`src/rtl/core_ex_lsu_ctrl_if.sv`:
```
// Data-memory bus between the LSU sequencer (master) and the memory system (slave).
// One request channel with a ready handshake, one single-cycle response channel.
interface core_ex_lsu_ctrl_if #(
    parameter int XLEN = 32
);
    logic            mem_req_valid;
    logic            mem_req_ready;
    logic [XLEN-1:0] mem_addr;
    logic            mem_we;
    logic [3:0]      mem_wmask;
    logic [XLEN-1:0] mem_wdata;
    logic            mem_resp_valid;
    logic [XLEN-1:0] mem_resp_data;
    logic            mem_resp_err;

    modport master (
        output mem_req_valid,
        output mem_addr,
        output mem_we,
        output mem_wmask,
        output mem_wdata,
        input  mem_req_ready,
        input  mem_resp_valid,
        input  mem_resp_data,
        input  mem_resp_err
    );

    modport slave (
        input  mem_req_valid,
        input  mem_addr,
        input  mem_we,
        input  mem_wmask,
        input  mem_wdata,
        output mem_req_ready,
        output mem_resp_valid,
        output mem_resp_data,
        output mem_resp_err
    );
endinterface

```
`src/rtl/core_ex_lsu_ctrl.sv`:
```
// Single-outstanding load/store sequencer between EX and the data-memory bus:
// alignment check, lane steering, response timeout and load extension for writeback.
module core_ex_lsu_ctrl #(
    parameter int XLEN    = 32,
    parameter int TIMEOUT = 255
) (
    input  logic               clk,
    input  logic               rst,
    input  logic               flush,
    input  logic               ex_valid,
    output logic               ex_ready,
    input  logic [XLEN-1:0]    ex_addr,
    input  logic [XLEN-1:0]    ex_wdata,
    input  logic               ex_store,
    input  logic [1:0]         ex_size,
    input  logic               ex_unsigned,
    input  logic [4:0]         ex_rd,
    core_ex_lsu_ctrl_if.master mem,
    output logic               wb_valid,
    input  logic               wb_ready,
    output logic [XLEN-1:0]    wb_rdata,
    output logic [4:0]         wb_rd,
    output logic [1:0]         wb_exc
);
    localparam logic [7:0] TIMEOUT_CNT = 8'(TIMEOUT);

    typedef enum logic [1:0] {IDLE, REQ, WAIT, RESP} state_t;

    state_t          state_q, state_d;
    logic [XLEN-1:0] addr_q, wdata_q;
    logic            store_q, unsigned_q;
    logic [1:0]      size_q;
    logic [4:0]      rd_q;
    logic            kill_q, kill_d;
    logic [7:0]      timer_q, timer_d;
    logic [XLEN-1:0] rdata_q, rdata_d;
    logic [1:0]      exc_q, exc_d;

    logic            accept, misaligned;
    logic            req_active, resp_active;
    logic [1:0]      offset;
    logic [3:0]      lane_mask;
    logic [XLEN-1:0] lane_data, load_data;

    // Outputs are forced low while rst is held, so nothing leaks from a stale state.
    assign offset      = addr_q[1:0];
    assign ex_ready    = ~rst & (state_q == IDLE) & ~flush;
    assign accept      = ex_valid & ex_ready;
    assign req_active  = ~rst & (state_q == REQ);
    assign resp_active = ~rst & (state_q == RESP);

    assign mem.mem_req_valid = req_active;
    assign mem.mem_addr      = req_active ? {addr_q[XLEN-1:2], 2'b00} : '0;
    assign mem.mem_we        = req_active & store_q;
    assign mem.mem_wmask     = (req_active & store_q) ? lane_mask : 4'b0000;
    assign mem.mem_wdata     = req_active ? (wdata_q << {offset, 3'b000}) : '0;

    assign wb_valid = resp_active & ~flush;
    assign wb_rdata = resp_active ? rdata_q : '0;
    assign wb_rd    = resp_active ? rd_q : 5'd0;
    assign wb_exc   = resp_active ? exc_q : 2'b00;

    always_comb begin
        unique case (ex_size)
            2'b00:   misaligned = 1'b0;
            2'b01:   misaligned = ex_addr[0];
            2'b10:   misaligned = |ex_addr[1:0];
            default: misaligned = 1'b1;
        endcase
    end

    // Lane mask for stores and right-justified, extended data for loads.
    always_comb begin
        lane_data = mem.mem_resp_data >> {offset, 3'b000};
        unique case (size_q)
            2'b00: begin
                lane_mask = 4'b0001 << offset;
                load_data = {{(XLEN-8){~unsigned_q & lane_data[7]}}, lane_data[7:0]};
            end
            2'b01: begin
                lane_mask = 4'b0011 << offset;
                load_data = {{(XLEN-16){~unsigned_q & lane_data[15]}}, lane_data[15:0]};
            end
            default: begin
                lane_mask = 4'b1111;
                load_data = lane_data;
            end
        endcase
    end

    always_comb begin
        state_d = state_q;
        kill_d  = kill_q;
        timer_d = timer_q;
        rdata_d = rdata_q;
        exc_d   = exc_q;
        unique case (state_q)
            IDLE: begin
                kill_d = 1'b0;
                if (accept) begin
                    if (misaligned) begin
                        state_d = RESP;
                        exc_d   = 2'b01;
                        rdata_d = '0;
                    end else begin
                        state_d = REQ;
                    end
                end
            end
            REQ: begin
                if (flush) kill_d = 1'b1;
                if (mem.mem_req_ready) begin
                    state_d = WAIT;
                    timer_d = '0;
                end
            end
            WAIT: begin
                if (flush) kill_d = 1'b1;
                timer_d = timer_q + 8'd1;
                // A killed op still drains its response, it just never reaches writeback.
                if (mem.mem_resp_valid) begin
                    state_d = (kill_q | flush) ? IDLE : RESP;
                    exc_d   = mem.mem_resp_err ? 2'b10 : 2'b00;
                    rdata_d = (mem.mem_resp_err | store_q) ? '0 : load_data;
                end else if (timer_q + 8'd1 == TIMEOUT_CNT) begin
                    state_d = (kill_q | flush) ? IDLE : RESP;
                    exc_d   = 2'b11;
                    rdata_d = '0;
                end
            end
            default: begin
                if (flush | wb_ready) state_d = IDLE;
            end
        endcase
    end

    always_ff @(posedge clk) begin
        if (rst) begin
            state_q    <= IDLE;
            kill_q     <= 1'b0;
            timer_q    <= '0;
            rdata_q    <= '0;
            exc_q      <= 2'b00;
            addr_q     <= '0;
            wdata_q    <= '0;
            store_q    <= 1'b0;
            size_q     <= 2'b00;
            unsigned_q <= 1'b0;
            rd_q       <= 5'd0;
        end else begin
            state_q <= state_d;
            kill_q  <= kill_d;
            timer_q <= timer_d;
            rdata_q <= rdata_d;
            exc_q   <= exc_d;
            if (accept) begin
                addr_q     <= ex_addr;
                wdata_q    <= ex_wdata;
                store_q    <= ex_store;
                size_q     <= ex_size;
                unsigned_q <= ex_unsigned;
                rd_q       <= ex_rd;
            end
        end
    end
endmodule

```
`src/flat_wrapper.sv`:
```
// flat-port wrapper written by rule: the top's interface ports become plain ports
module core_ex_lsu_ctrl_flat 
#(
    parameter int XLEN    = 32,
    parameter int TIMEOUT = 255
)
  (clk, rst, flush, ex_valid, ex_ready, ex_addr, ex_wdata, ex_store, ex_size, ex_unsigned, ex_rd, wb_valid, wb_ready, wb_rdata, wb_rd, wb_exc, mem_mem_req_valid, mem_mem_addr, mem_mem_we, mem_mem_wmask, mem_mem_wdata, mem_mem_req_ready, mem_mem_resp_valid, mem_mem_resp_data, mem_mem_resp_err);
  core_ex_lsu_ctrl_if #(.XLEN(XLEN)) mem_i ();
  input  logic clk;
  input  logic rst;
  input  logic flush;
  input  logic ex_valid;
  output logic ex_ready;
  input  logic [XLEN-1:0] ex_addr;
  input  logic [XLEN-1:0] ex_wdata;
  input  logic ex_store;
  input  logic [1:0] ex_size;
  input  logic ex_unsigned;
  input  logic [4:0] ex_rd;
  output logic wb_valid;
  input  logic wb_ready;
  output logic [XLEN-1:0] wb_rdata;
  output logic [4:0] wb_rd;
  output logic [1:0] wb_exc;
  output wire logic [$bits(mem_i.mem_req_valid)-1:0] mem_mem_req_valid;
  output wire logic [$bits(mem_i.mem_addr)-1:0] mem_mem_addr;
  output wire logic [$bits(mem_i.mem_we)-1:0] mem_mem_we;
  output wire logic [$bits(mem_i.mem_wmask)-1:0] mem_mem_wmask;
  output wire logic [$bits(mem_i.mem_wdata)-1:0] mem_mem_wdata;
  input wire logic [$bits(mem_i.mem_req_ready)-1:0] mem_mem_req_ready;
  input wire logic [$bits(mem_i.mem_resp_valid)-1:0] mem_mem_resp_valid;
  input wire logic [$bits(mem_i.mem_resp_data)-1:0] mem_mem_resp_data;
  input wire logic [$bits(mem_i.mem_resp_err)-1:0] mem_mem_resp_err;
  assign mem_mem_req_valid = mem_i.mem_req_valid;
  assign mem_mem_addr = mem_i.mem_addr;
  assign mem_mem_we = mem_i.mem_we;
  assign mem_mem_wmask = mem_i.mem_wmask;
  assign mem_mem_wdata = mem_i.mem_wdata;
  assign mem_i.mem_req_ready = mem_mem_req_ready;
  assign mem_i.mem_resp_valid = mem_mem_resp_valid;
  assign mem_i.mem_resp_data = mem_mem_resp_data;
  assign mem_i.mem_resp_err = mem_mem_resp_err;
  core_ex_lsu_ctrl #(.XLEN(XLEN), .TIMEOUT(TIMEOUT)) u_core (.clk(clk), .rst(rst), .flush(flush), .ex_valid(ex_valid), .ex_ready(ex_ready), .ex_addr(ex_addr), .ex_wdata(ex_wdata), .ex_store(ex_store), .ex_size(ex_size), .ex_unsigned(ex_unsigned), .ex_rd(ex_rd), .mem(mem_i), .wb_valid(wb_valid), .wb_ready(wb_ready), .wb_rdata(wb_rdata), .wb_rd(wb_rd), .wb_exc(wb_exc));
endmodule
```
`config.mk`:
```
export PLATFORM = sky130hd
export DESIGN_NAME = core_ex_lsu_ctrl_flat
export DESIGN_NICKNAME = d
export VERILOG_FILES = /design/src/rtl/core_ex_lsu_ctrl_if.sv /design/src/rtl/core_ex_lsu_ctrl.sv /design/src/flat_wrapper.sv
export SDC_FILE = /design/constraint.sdc
export NUM_CORES = 1
export LEC_CHECK = 0
export CORE_MARGIN = 3
export CORE_UTILIZATION = 49
export DETAILED_ROUTE_END_ITERATION = 6
export PLACE_DENSITY = 0.9
export SETUP_SLACK_MARGIN = 0.05
export SLEW_MARGIN = 20
export SYNTH_ARGS = -nofsm -noshare
export SYNTH_HDL_FRONTEND = slang
export SYNTH_SLANG_ARGS = --single-unit
```
`constraint.sdc`:
```
create_clock -name clk -period 6.3 [get_ports clk]
set_clock_uncertainty 0.05 [all_clocks]
set_input_delay 1.26 -clock clk [delete_from_list [all_inputs] [get_ports clk]]
set_output_delay 1.26 -clock clk [all_outputs]
set_load 0.02 [all_outputs]
```
Word level (Yosys, flattened, before mapping) --
Index checks and enable logic that the tools add are counted. Widths: inputs -> output; s select.
Storage, ports and cells: output and inout bits 111, logic and storage cells 89, input port bits 113, register bits 118
Cells by class: add/sub/neg operators 1, shifts and indexed selects 4, equality and inequality tests 12, bitwise gates (word level) 15, reduce and logical (&&, ||, !) cells 13, muxes and demuxes 33
Operators by type and width (number):
- $mux 32 | 8
- $pmux 32 s2 | 2
- $shl 32x5->32 | 1
- $shr 32x5->32 | 1
- $mux 2 | 13
- $pmux 8 s2 | 1
- $and 1x1->1 | 9
- $add 8x1->8 const B | 1
- $eq 8x8->1 const B | 1
- $mux 8 | 1
- $pmux 4 s2 | 1
- $reduce_and 4->1 | 2
- $eq 2x1->1 const B | 3
- $eq 2x2->1 const B | 3
- $logic_not 2->1 | 3
- $ne 2x1->1 const B | 3
- $pmux 2 s3 | 1
- $reduce_bool 2->1 | 3
- $mux 5 | 1
- $mux 4 | 1
- $pmux 2 s2 | 1
- $reduce_and 2->1 | 2
- $reduce_bool 4->1 | 1
- $reduce_or 2->1 | 2
- other kinds (9) | 13

Depth between registers and ports, before layout --
word-level depth 6, mapped depth 9

Worst setup path before layout --
Ideal clock, no wire load.
path type input -> output, start input port rst, end output port mem_mem_wdata[0], arrival time 2.636 ns, slack 2.354 ns, stages on the path 8, cell sequence buf_2 > clkinv_1 > nand2_1 > inv_1 > nand2b_1 > clkbuf_1 > nor2_1 > and2_1
Between the ends: cells in the longest elaborated chain, start to end 3
RTL lines:
- from (decl) | RTL line flat_wrapper.sv:10 | input logic rst;
- $not 1->1 | RTL line core_ex_lsu_ctrl.sv:49 | assign req_active = ~rst & (state_q == REQ);
- $and 1x1->1 | RTL line core_ex_lsu_ctrl.sv:49
- via mem_mem_req_valid | RTL line flat_wrapper.sv:25 | output wire logic [$bits(mem_i.mem_req_valid)-1:0] mem_mem_req_valid;
- $mux 32 | RTL line core_ex_lsu_ctrl.sv:56 | assign mem.mem_wdata = req_active ? (wdata_q << {offset, 3'b000}) : '0;
- to (decl) | RTL line flat_wrapper.sv:29 | output wire logic [$bits(mem_i.mem_wdata)-1:0] mem_mem_wdata;
The timed path passes the listed nets, and every way through them passes these cells.

Worst setup path in the final report --
start input port rst, end output port mem_mem_wdata[0]
Between the ends: cells in the longest elaborated chain, start to end 3
RTL lines (RTL line):
- $not 1->1 | core_ex_lsu_ctrl.sv:49
- $and 1x1->1 | core_ex_lsu_ctrl.sv:49
- $mux 32 | core_ex_lsu_ctrl.sv:56
No other way between the ends.

==> flow_summary.json <==
{
  "synth_top_area_cell": "dfxtp_1",
  "yosysUniqueCellTypes": 49,
  "pre_cts_slack_ns": 1.035,
  "cts.sink_count": 118,
  "path_max_fanout": 17,
  "die_area_um2": 14510,
  "grt_pass1_vias": 6161,
  "clkLatencyLatePin_ns": 0.41,
  "track_usage_pct": 26.19,
  "crit_type": "in2out",
  "drt-initial-drc-count": 694,
  "num_io_pins": 224,
  "cts-resized-gates": 0,
  "yosys-top-cells-area": "dfxtp_1 37%, nand2_1 12%, mux2i_1 11%",
  "endpoint_kind": "output port",
  "vias": 6578,
  "required_ns": 4.99,
  "fillers": 986,
  "num_rows": 41,
  "avgSynthCellArea_um2": 7.571,
  "finalWorstSetupSlack_ns": 1.051,
  "vdd_drop_max_uv": 177.0,
  "antenna_found_initial": 0,
  "final-seq-area_um2": 2367,
  "post-cts-setup-buffers": 0,
  "die_width_um": 120.5,
  "final_cell_mix": "221 x clkdlybuf4s50_1, 208 x nand2_1, 116 x dfxtp_1",
  "clockRootBuffer": "clkbuf_16",
  "route.detailed.wl_per_inst_um": 16.05,
  "min_period_over_period_pct": 83.32,
  "clock_path_buffers": 2,
  "syn_to_final_growth_pct": 43.46,
  "cp_slowest_stage_delay_ns": 0.61,
  "layout_min_cycle_time_ns": 5.249,
  "setup_viol": 0,
  "die_y_um": 120.5,
  "drtAntennaViolNets": 0,
  "clk_pin_slew_ns": 0.05,
  "utilization_pct": 72.39,
  "finalHoldViolCount": 0,
  "crit_top_cell": "clkdlybuf4s50_1",
  "antenna_cells": 0,
  "cts_tree": "done",
  "tightest_slew_ns": 0.9774,
  "status": "complete, no violations",
  "holdBufCountCts": 0,
  "final.setup.tns_ns": 0,
  "synth-seq-cells": 118,
  "path_cells": "clkdlybuf4s50_1 -> inv_4 -> nand2_1 -> inv_1 -> nand2b_1 -> nor2_1 -> and2_1 -> clkdlybuf4s50_1",
  "syn_inst": 848,
  "async_flop_share_pct": 0,
  "drc": 0,
  "rsz0062_at_grt": "false",
  "synth_edf_count": 0,
  "worstHoldPathType": "reg2reg",
  "timing.fmax_mhz": 190.5,
  "crit_arrival_ns": 3.94,
  "overflow": 0,
  "worstSetupStartpointType": "input pin",
  "layout_commonest_cell": "clkdlybuf4s50_1",
  "first_pass_iters": 5,
  "multi_input_comb_area_um2": 3741,
  "cpMaxStageDelayCell": "clkdlybuf4s50_1",
  "totalWireLength_mm": 19.50,
  "maxSlewViolCount": 0,
  "synth-main-ff-cell": "dfxtp_1",
  "layout.nets": 1150,
  "drive_above_1_share_pct": 5.273,
  "grt_max_degree": 115,
  "gp_congestion": 0.9106,
  "netlist.area_leader.share_pct": 36.80,
  "yosysWarnings": 0,
  "p_leak_nw": 3.539,
  "htreeDepth": 4,
  "grt_pass1_wl_mm": 30.53,
  "maxCapViolCount": 0,
  "numCtsBuffers": 17,
  "seq_area_frac_synth_pct": 36.80,
  "viasPerCell": 5.414,
  "powerDensity_nw_per_um2": 261.6,
  "start_util_pct": 50.46,
  "core_area_um2": 12720,
  "slew_headroom_pct": 34.25,
  "syn_area_um2": 6420,
  "dp_hpwl_mm": 13.37,
  "io_buffer_count": 221
}
[metrics by stage]
stage / hold WS [ns] / cell area [µm²] / cells / power, mW
4_1_cts: 0.4070 / 9193 / 1214 / 2.409
5_1_grt: 0.4216 / 9210 / 1215 / 2.517
3_5_place_dp: 0.3989 / 8633 / 1182 / 1.486
2_1_floorplan: 0.3814 / 6424 / 849 / 1.294
3_3_place_gp: 0.3904 / 8633 / 1182 / 1.470
6_report: 0.4052 / 9210 / 1215 / 2.409
[worst max-delay path: cells and delay by family]
| kind | cells | cell delay [ns] |
|---|---|---|
| AND/OR/NAND/NOR | 4 | 1.23 |
| buffers and inverters | 4 | 1.45 |
[flip-flops by register name, indices dropped and copies added (netlist names)]
register / flops
u_core.rd_q: 5
u_core.size_q: 2
u_core.timer_q: 8
u_core.kill_q: 1
u_core.exc_q: 2
u_core.wdata_q: 32
u_core.store_q: 1
u_core.rdata_q: 32
u_core.state_q: 2
u_core.addr_q: 32
u_core.unsigned_q: 1
[layout make-up]
cell class | count | area share (%)
multi-input cells | 653 | 40.62
flip-flops and latches | 118 | 25.70
clock buffers | 22 | 4.931
clock inverters | 10 | 1.141
repair buffers | 230 | 24.83
well taps | 172 | 2.337
inverters | 10 | 0.4347
[synth_stat cells, types with 2 or more instances]
cell type and number:
a21oi_1 26, dfxtp_1 118, nor4_1 2, or3_1 3, or4_1 2, a22oi_1 6
ha_1 7, nand2b_1 5, mux2i_1 71, buf_2 8, and3_1 36, clkbuf_1 53
nor3_1 6, a21boi_0 2, and2_1 49, o21ai_0 101, o21bai_1 2, nor2_1 49
o211ai_1 8, inv_1 9, buf_4 2, buf_6 3, a21o_1 3, nor2b_1 16
nand3_1 3, o31ai_1 2, mux2_2 8, buf_1 2, nand2_1 208, a211oi_1 19
[logic make-up after synthesis]
group / synth area share [%]
flops: 36.80
mux: 13.00
fa+ha+maj: 1.364
compound gates: 15.79
simple gates: 27.68
xor+xnor: 0.1365
other cells: 0.05841
buf+inv: 5.184
[report_power, final]
part / internal, mW / switching, mW / total, mW
Combinational: 0.263 / 0.329 / 0.592
Clock: 0.587 / 0.335 / 0.922
Sequential: 0.820 / 0.0751 / 0.895
[layer usage]
metal / share of wire, % / routed length (µm) / track usage (%) / vias to the layer above
li1: - / - / - / 3229
met1: 41 / 7931 / 30.56 / 3033
met2: 48 / 9384 / 43.56 / 275
met3: 8.8 / 1714 / 9.775 / 41
met4: 2.4 / 472 / 10.34 / 0
met5: 0 / 0 / 0 / -
[final timing paths]
path	slack (ns)	end	startpoint	cells after the start
max	1.05	mem_mem_wdata[0]	rst	8
min	0.41	u_core.wdata_q[31]	u_core.wdata_q[31]	2
max reg2reg	3.42	u_core.rdata_q[8]	u_core.state_q[0]	7
min reg2reg	0.41	u_core.wdata_q[31]	u_core.wdata_q[31]	2
Note: power is estimated with default switching activity, not from simulation.
